==> src/rtl/audio_pkg.sv <==
// Shared types and sizing helpers for the serial audio transmit path.
package audio_pkg;

  typedef enum logic {
    FMT_I2S = 1'b0,
    FMT_LJ  = 1'b1
  } fmt_t;

  localparam int unsigned UNDER_CNT_W = 16;

  function automatic int unsigned cnt_w(input int unsigned n);
    return (n > 1) ? $clog2(n) : 1;
  endfunction

  function automatic int unsigned frame_bits(input int unsigned num_ch,
                                             input int unsigned slot_w);
    return num_ch * slot_w;
  endfunction

endpackage

==> src/rtl/audio_clk_div.sv <==
// Free-running divide-by-2*HALF clock generator with one-cycle rise/fall enables.
module audio_clk_div
  import audio_pkg::*;
#(
  parameter int unsigned HALF = 1
) (
  input  logic i_clk,
  input  logic i_rst_n,
  output logic o_clk,
  output logic o_rise,
  output logic o_fall
);

  localparam int unsigned CW = cnt_w(HALF);
  localparam logic [CW-1:0] TERM = CW'(HALF - 1);

  logic [CW-1:0] r_cnt;
  logic          r_clk;
  logic          w_term;

  assign w_term = (r_cnt == TERM);

  always_ff @(posedge i_clk or negedge i_rst_n) begin
    if (!i_rst_n) begin
      r_cnt <= '0;
      r_clk <= 1'b0;
    end else if (w_term) begin
      r_cnt <= '0;
      r_clk <= ~r_clk;
    end else begin
      r_cnt <= r_cnt + 1'b1;
    end
  end

  // Enables are high in the cycle whose closing edge toggles o_clk.
  assign o_clk  = r_clk;
  assign o_rise = w_term & ~r_clk;
  assign o_fall = w_term & r_clk;

endmodule

==> src/rtl/i2s_tdm_tx.sv <==
// I2S / left-justified / TDM serial transmitter with a one-frame shadow buffer,
// underrun replay, mute and a saturating underrun counter. Single clock domain.
module i2s_tdm_tx
  import audio_pkg::*;
#(
  parameter int unsigned SAMPLE_W   = 16,
  parameter int unsigned SLOT_W     = 16,
  parameter int unsigned NUM_CH     = 2,
  parameter int unsigned MCLK_HALF  = 1,
  parameter int unsigned BCLK_HALF  = 16,
  parameter int unsigned UNDER_HOLD = 1
) (
  input  logic                         clk,
  input  logic                         reset_n,
  input  logic [NUM_CH*SAMPLE_W-1:0]   s_data,
  input  logic                         s_valid,
  output logic                         s_ready,
  input  logic                         mode_lj,
  input  logic                         mute,
  output logic                         dac_MCLK,
  output logic                         dac_SCLK,
  output logic                         dac_LRCK,
  output logic                         dac_SDIN,
  output logic                         frame_stb,
  output logic                         underrun,
  output logic [UNDER_CNT_W-1:0]       under_cnt
);

  localparam int unsigned FB = frame_bits(NUM_CH, SLOT_W);
  localparam int unsigned DW = NUM_CH * SAMPLE_W;
  localparam int unsigned BW = cnt_w(FB);
  localparam int unsigned IW = cnt_w(DW);
  localparam logic [BW-1:0] LAST = BW'(FB - 1);

  if (SLOT_W < SAMPLE_W || SAMPLE_W < 1 || SLOT_W < 1 || NUM_CH < 1 ||
      MCLK_HALF < 1 || BCLK_HALF < 1) begin : g_bad_param
    $error("i2s_tdm_tx: illegal parameter set");
  end

  logic w_mclk, w_mclk_rise, w_mclk_fall;
  logic w_bclk, w_bclk_rise, w_bclk_fall;
  logic w_unused_edges;

  audio_clk_div #(.HALF(MCLK_HALF)) u_mclk_div (
    .i_clk   (clk),
    .i_rst_n (reset_n),
    .o_clk   (w_mclk),
    .o_rise  (w_mclk_rise),
    .o_fall  (w_mclk_fall)
  );

  audio_clk_div #(.HALF(BCLK_HALF)) u_bclk_div (
    .i_clk   (clk),
    .i_rst_n (reset_n),
    .o_clk   (w_bclk),
    .o_rise  (w_bclk_rise),
    .o_fall  (w_bclk_fall)
  );

  assign w_unused_edges = ^{w_mclk_rise, w_mclk_fall, w_bclk_rise};

  logic [BW-1:0]          r_bit_cnt;
  logic [DW-1:0]          r_shift;
  logic [DW-1:0]          r_shadow;
  logic [DW-1:0]          r_prev;
  logic                   r_full;
  fmt_t                   r_fmt;
  logic                   r_sdin;
  logic                   r_lrck;
  logic                   r_frame_stb;
  logic                   r_underrun;
  logic [UNDER_CNT_W-1:0] r_under_cnt;

  logic                   w_load;
  logic                   w_xfer;
  logic [BW-1:0]          w_next_cnt;
  logic [DW-1:0]          w_next_shift;
  fmt_t                   w_next_fmt;
  logic                   w_lrck_next;
  logic                   w_sdin_next;

  function automatic logic f_raw(input logic [DW-1:0] frame, input logic [BW-1:0] cnt);
    int unsigned slot;
    int unsigned pos;
    logic [IW-1:0] idx;
    slot = 32'(cnt) / SLOT_W;
    pos  = 32'(cnt) % SLOT_W;
    idx  = IW'((NUM_CH - 1 - slot) * SAMPLE_W + (SAMPLE_W - 1 - pos));
    return (pos < SAMPLE_W) ? frame[idx] : 1'b0;
  endfunction

  assign w_load     = w_bclk_fall & (r_bit_cnt == LAST);
  assign w_xfer     = s_valid & ~r_full;
  assign w_next_cnt = (r_bit_cnt == LAST) ? '0 : r_bit_cnt + 1'b1;
  assign w_next_fmt = w_load ? (mode_lj ? FMT_LJ : FMT_I2S) : r_fmt;

  always_comb begin
    w_next_shift = r_shift;
    if (w_load) begin
      if (mute)                 w_next_shift = '0;
      else if (r_full)          w_next_shift = r_shadow;
      else if (UNDER_HOLD != 0) w_next_shift = r_prev;
      else                      w_next_shift = '0;
    end
  end

  always_comb begin
    w_lrck_next = 1'b0;
    if (NUM_CH == 2)
      w_lrck_next = (32'(w_next_cnt) >= SLOT_W) ^ (w_next_fmt == FMT_LJ);
    else if (w_next_fmt == FMT_LJ)
      w_lrck_next = (w_next_cnt == '0);
    else
      w_lrck_next = (w_next_cnt == LAST);
  end

  // Outputs are registered at the fall: LJ shows the bit being entered,
  // I2S shows the bit being left, giving the one-BCLK data delay.
  assign w_sdin_next = (w_next_fmt == FMT_LJ) ? f_raw(w_next_shift, w_next_cnt)
                                              : f_raw(r_shift, r_bit_cnt);

  always_ff @(posedge clk or negedge reset_n) begin
    if (!reset_n) begin
      r_bit_cnt   <= LAST;
      r_shift     <= '0;
      r_shadow    <= '0;
      r_prev      <= '0;
      r_full      <= 1'b0;
      r_fmt       <= FMT_I2S;
      r_sdin      <= 1'b0;
      r_lrck      <= 1'b0;
      r_frame_stb <= 1'b0;
      r_underrun  <= 1'b0;
      r_under_cnt <= '0;
    end else begin
      r_frame_stb <= w_load;
      r_underrun  <= w_load & ~r_full;
      if (w_bclk_fall) begin
        r_bit_cnt <= w_next_cnt;
        r_shift   <= w_next_shift;
        r_fmt     <= w_next_fmt;
        r_sdin    <= w_sdin_next;
        r_lrck    <= w_lrck_next;
      end
      if (w_load && r_full)
        r_prev <= r_shadow;
      if (w_load && !r_full && (r_under_cnt != '1))
        r_under_cnt <= r_under_cnt + 1'b1;
      // A transfer in a load cycle only happens when the shadow was already
      // empty, so refilling it here never overwrites the frame being loaded.
      if (w_xfer) begin
        r_full   <= 1'b1;
        r_shadow <= s_data;
      end else if (w_load) begin
        r_full <= 1'b0;
      end
    end
  end

  assign s_ready   = ~r_full;
  assign dac_MCLK  = w_mclk;
  assign dac_SCLK  = w_bclk;
  assign dac_LRCK  = r_lrck;
  assign dac_SDIN  = r_sdin;
  assign frame_stb = r_frame_stb;
  assign underrun  = r_underrun;
  assign under_cnt = r_under_cnt;

endmodule

==> config.mk <==
export PLATFORM = sky130hd
export DESIGN_NAME = i2s_tdm_tx
export DESIGN_NICKNAME = d
export VERILOG_FILES = /design/src/rtl/audio_pkg.sv /design/src/rtl/audio_clk_div.sv /design/src/rtl/i2s_tdm_tx.sv
export SDC_FILE = /design/constraint.sdc
export NUM_CORES = 1
export LEC_CHECK = 0
export BUFFER_PORTS_ARGS = -buffer_cell sky130_fd_sc_hd__buf_2
export CORE_MARGIN = 3
export CORE_UTILIZATION = 34
export CTS_BUF_LIST = sky130_fd_sc_hd__clkbuf_8 sky130_fd_sc_hd__clkbuf_16
export DETAILED_ROUTE_END_ITERATION = 8
export PLACE_DENSITY = 0.55
export SETUP_SLACK_MARGIN = 0.05
export SKIP_CTS_REPAIR_TIMING = 1
export SYNTH_ARGS = -nofsm -noshare
export SYNTH_HDL_FRONTEND = slang
export SYNTH_SLANG_ARGS = --single-unit
==> constraint.sdc <==
create_clock -name clk -period 5 [get_ports clk]
set_input_delay 1 -clock clk [delete_from_list [all_inputs] [get_ports clk]]
set_output_delay 1 -clock clk [all_outputs]
set_load 0.02 [all_outputs]
==> run metrics <==
Ys Warns=0; slowest stage delay, CP=about 0.93 ns; Synth top area share=between 50% and 60%; top routing layer in use=met4; Worst Skew=~0.0085 ns; hold slack final=between 0.4 and 0.5 ns; routed wire length on met2=between 5000 and 6000 um; Initial Utilization=34.8%; layout cell share with drive strength beyond 1=between 30% and 40%; Setup Viol. Count Final=0; CP max FO=29; Max transition margin=a little over a third; Sink Count=129; Max-Cap Viols=0; Pre-antenna DRT Iters=4; RSZ-0062 raised after global routing=false; Die Wd=between 100 and 150 um; run status=finished clean; vias in the first global route=roughly 4200; Rows=48; pwr dens=approximately 360 nW/um^2; CTS tree=built; maximum root-to-sink buffer count=2; HPWL Detailed=approximately 9000 um; synthesized area=6040 um^2; worst hold path type=register to register; Hold Fails Final Rpt=0; Total Nets Final=between 500 and 600; DRC errors left=0; Final min period=3.29 ns; Worst-path clk slew=0.06 ns; synthesized net count=roughly 540; wl on met1=6240 um; PortBufs=between 50 and 60; antenna fix cells=0; post-synthesis sequential area ratio=53.6%; type of origin of the critical path=register; fmax=304 MHz; Die Ht=roughly 140 um; CP max stage cell=dfstp_2; area leader, netlist=dfrtp_1; setup_tns=0 ns; Leak=0.00354 uW; GRT Overall Usage=roughly 14%; Commonest cells post-synth=dfrtp_1 (124), mux2_2 (67), nand2_1 (46), mux2i_1 (36), o21ai_0 (29); critical path endpoint category=register; io pins=60; CTS buffer count=17; first-pass GRT wire length=22500 um; Congestion Overflow GR=0; Slew Viols, Final=0; VDD IR-drop max=~230 uV; Via density=~5.1; Post-synth EDFFs=0; top post-synthesis cells by area=dfrtp_1 (51%), mux2_2 (12%), mux2i_1 (6.0%), mux4_2 (3.7%), nand2_1 (2.9%); P&R area growth vs syn=18.9%; Routed met3 length=slightly above 600 um; Avg Synthesized Cell Area=between 10 and 15 um^2; actual slew at the worst max-slew pin=0.950 ns; initial antenna violation count=0; Synth Flop Type=dfrtp_1; First DRT Iteration DRCs=between 150 and 200; crit path cell chain=ha_1 > and3_1 > ha_1 > clkinv_1 > or3_1 > nor2_1 > o311a_1 > a311oi_1 > o21ai_1; via count=3988; drt total wl=between 10000 and 15000 um; Netlist cell types=54; crit-path most repeated cell=ha_1; CORE AREA=17400 um^2; period utilization=~66%; async set or reset register ratio after synthesis=100%; crit path kind=register to register; Post-Syn Instances=494; H-tree lvl count=4; clock root cell=clkbuf_16; Skew-Pair Late Insertion Delay=approximately 0.4 ns; Worst EP required=5.34 ns; Arr. time, crit path=approximately 3.6 ns; post-route ant nets=0; RePlAce Congestion=0.861; Die Area=19400 um^2; most numerous cell in the Yosys netlist=dfrtp_1; WL/cell=16.5 um; number of synthesized register bits=roughly 130; pin count of the biggest net entering global routing=75
-- through the flow --
step | cells | area [um^2] | power [uW] | worst slack [ns] | utilization (%)
after CTS | 783 | 7180 | 2620 | 1.68 | 41.3
after floorplan | 494 | 6040 | 1180 | 2.59 | -
after detailed placement | 752 | 6520 | 1240 | 1.69 | 37.6
final | 783 | 7180 | 2570 | 1.71 | 41.3
after global placement | 752 | 6520 | 1240 | 1.80 | 37.6
after global routing | 783 | 7180 | 2680 | 1.38 | 41.3
-- layout by cell type, fill, tap and decap left out, drive strengths merged, types with 3 or more instances in the layout --
master and instances:
dfrtp 124, mux2 67, buf 66, nand2 46
mux2i 36, o21ai 30, clkbuf 20, xnor2 14
inv 12, o31ai 11, mux4 10, nor2 10
nand3 7, nor4 7, xor2 6, a21oi 6
nand4 6, a21o 6, bufinv 5, dfstp 5
nor3 5, clkinv 5, and3 4, a211oi 4
ha 4, and4 3, or3 3, o22ai 3
o21a 3, a22oi 3, or3b 3, nor2b 3
-- cell type report --
| cell class | instances | area [um^2] |
|---|---|---|
| inverters | 12 | 45.0 |
| repair buffers | 66 | 350 |
| multi-input cells | 320 | 2610 |
| fillers | 1643 | 10200 |
| clock inverters | 11 | 185 |
| clock buffers | 20 | 467 |
| well taps | 225 | 282 |
| flip-flops and latches | 129 | 3240 |
-- power by group --
| group | internal, uW | leakage [uW] | total, uW | switching [uW] |
|---|---|---|---|---|
| Sequential | 1080 | 0.00155 | 1110 | 30.2 |
| Combinational | 53.7 | 0.00167 | 107 | 53.4 |
| Clock | 917 | 0.000323 | 1350 | 435 |
| Total | 2050 | 0.00354 | 2570 | 518 |
-- logic make-up after synthesis --
logic type,Yosys count,synth area share (%)
compound gates,80,8.62
xor+xnor,20,2.90
fa+ha+maj,4,0.829
buf+inv,45,3.21
flops,129,53.6
mux,113,22.2
simple gates,103,8.66
-- routing by layer --
layer  global-route usage (%)  vias up
met1                     20.2     1972
li1                         -     1907
met4                     4.53        0
met3                     4.05       11
met5                        0        -
met2                     21.6       98
-- critical path, delay by kind of cell, from the launching register on --
kind            cells  cell delay (ns)
compound gates      3             0.42
buf+inv             1             0.27
simple gates        3             1.13
fa+ha+maj           2             0.45
flops               1             0.93
-- sequential cells by signal (all words and copies together), names as in the netlist, 4 cells and up --
signal,flops
u_bclk_div.r_cnt,4
r_shift,32
under_cnt,16
r_bit_cnt,5
r_shadow,32
r_prev,32
-- worst paths after layout --
path / cells after the start / slack, ns / start / end
worst max-delay path: 9 / 1.71 / r_bit_cnt[0]$_DFFE_PN1N_ / dac_SDIN$_DFFE_PN0N_
worst min-delay path: 1 / 0.41 / u_mclk_div.o_clk$_DFF_PN0_ / u_mclk_div.o_clk$_DFF_PN0_
worst max register to register: 9 / 1.71 / r_bit_cnt[0]$_DFFE_PN1N_ / dac_SDIN$_DFFE_PN0N_
worst min register to register: 1 / 0.41 / u_mclk_div.o_clk$_DFF_PN0_ / u_mclk_div.o_clk$_DFF_PN0_
max in group asynchronous: 2 / 3.27 / reset_n / r_bit_cnt[0]$_DFFE_PN1N_
min in group asynchronous: 1 / 0.74 / reset_n / r_shadow[25]$_DFFE_PN0P_
No activity file was read; power rests on OpenSTA's default activity.
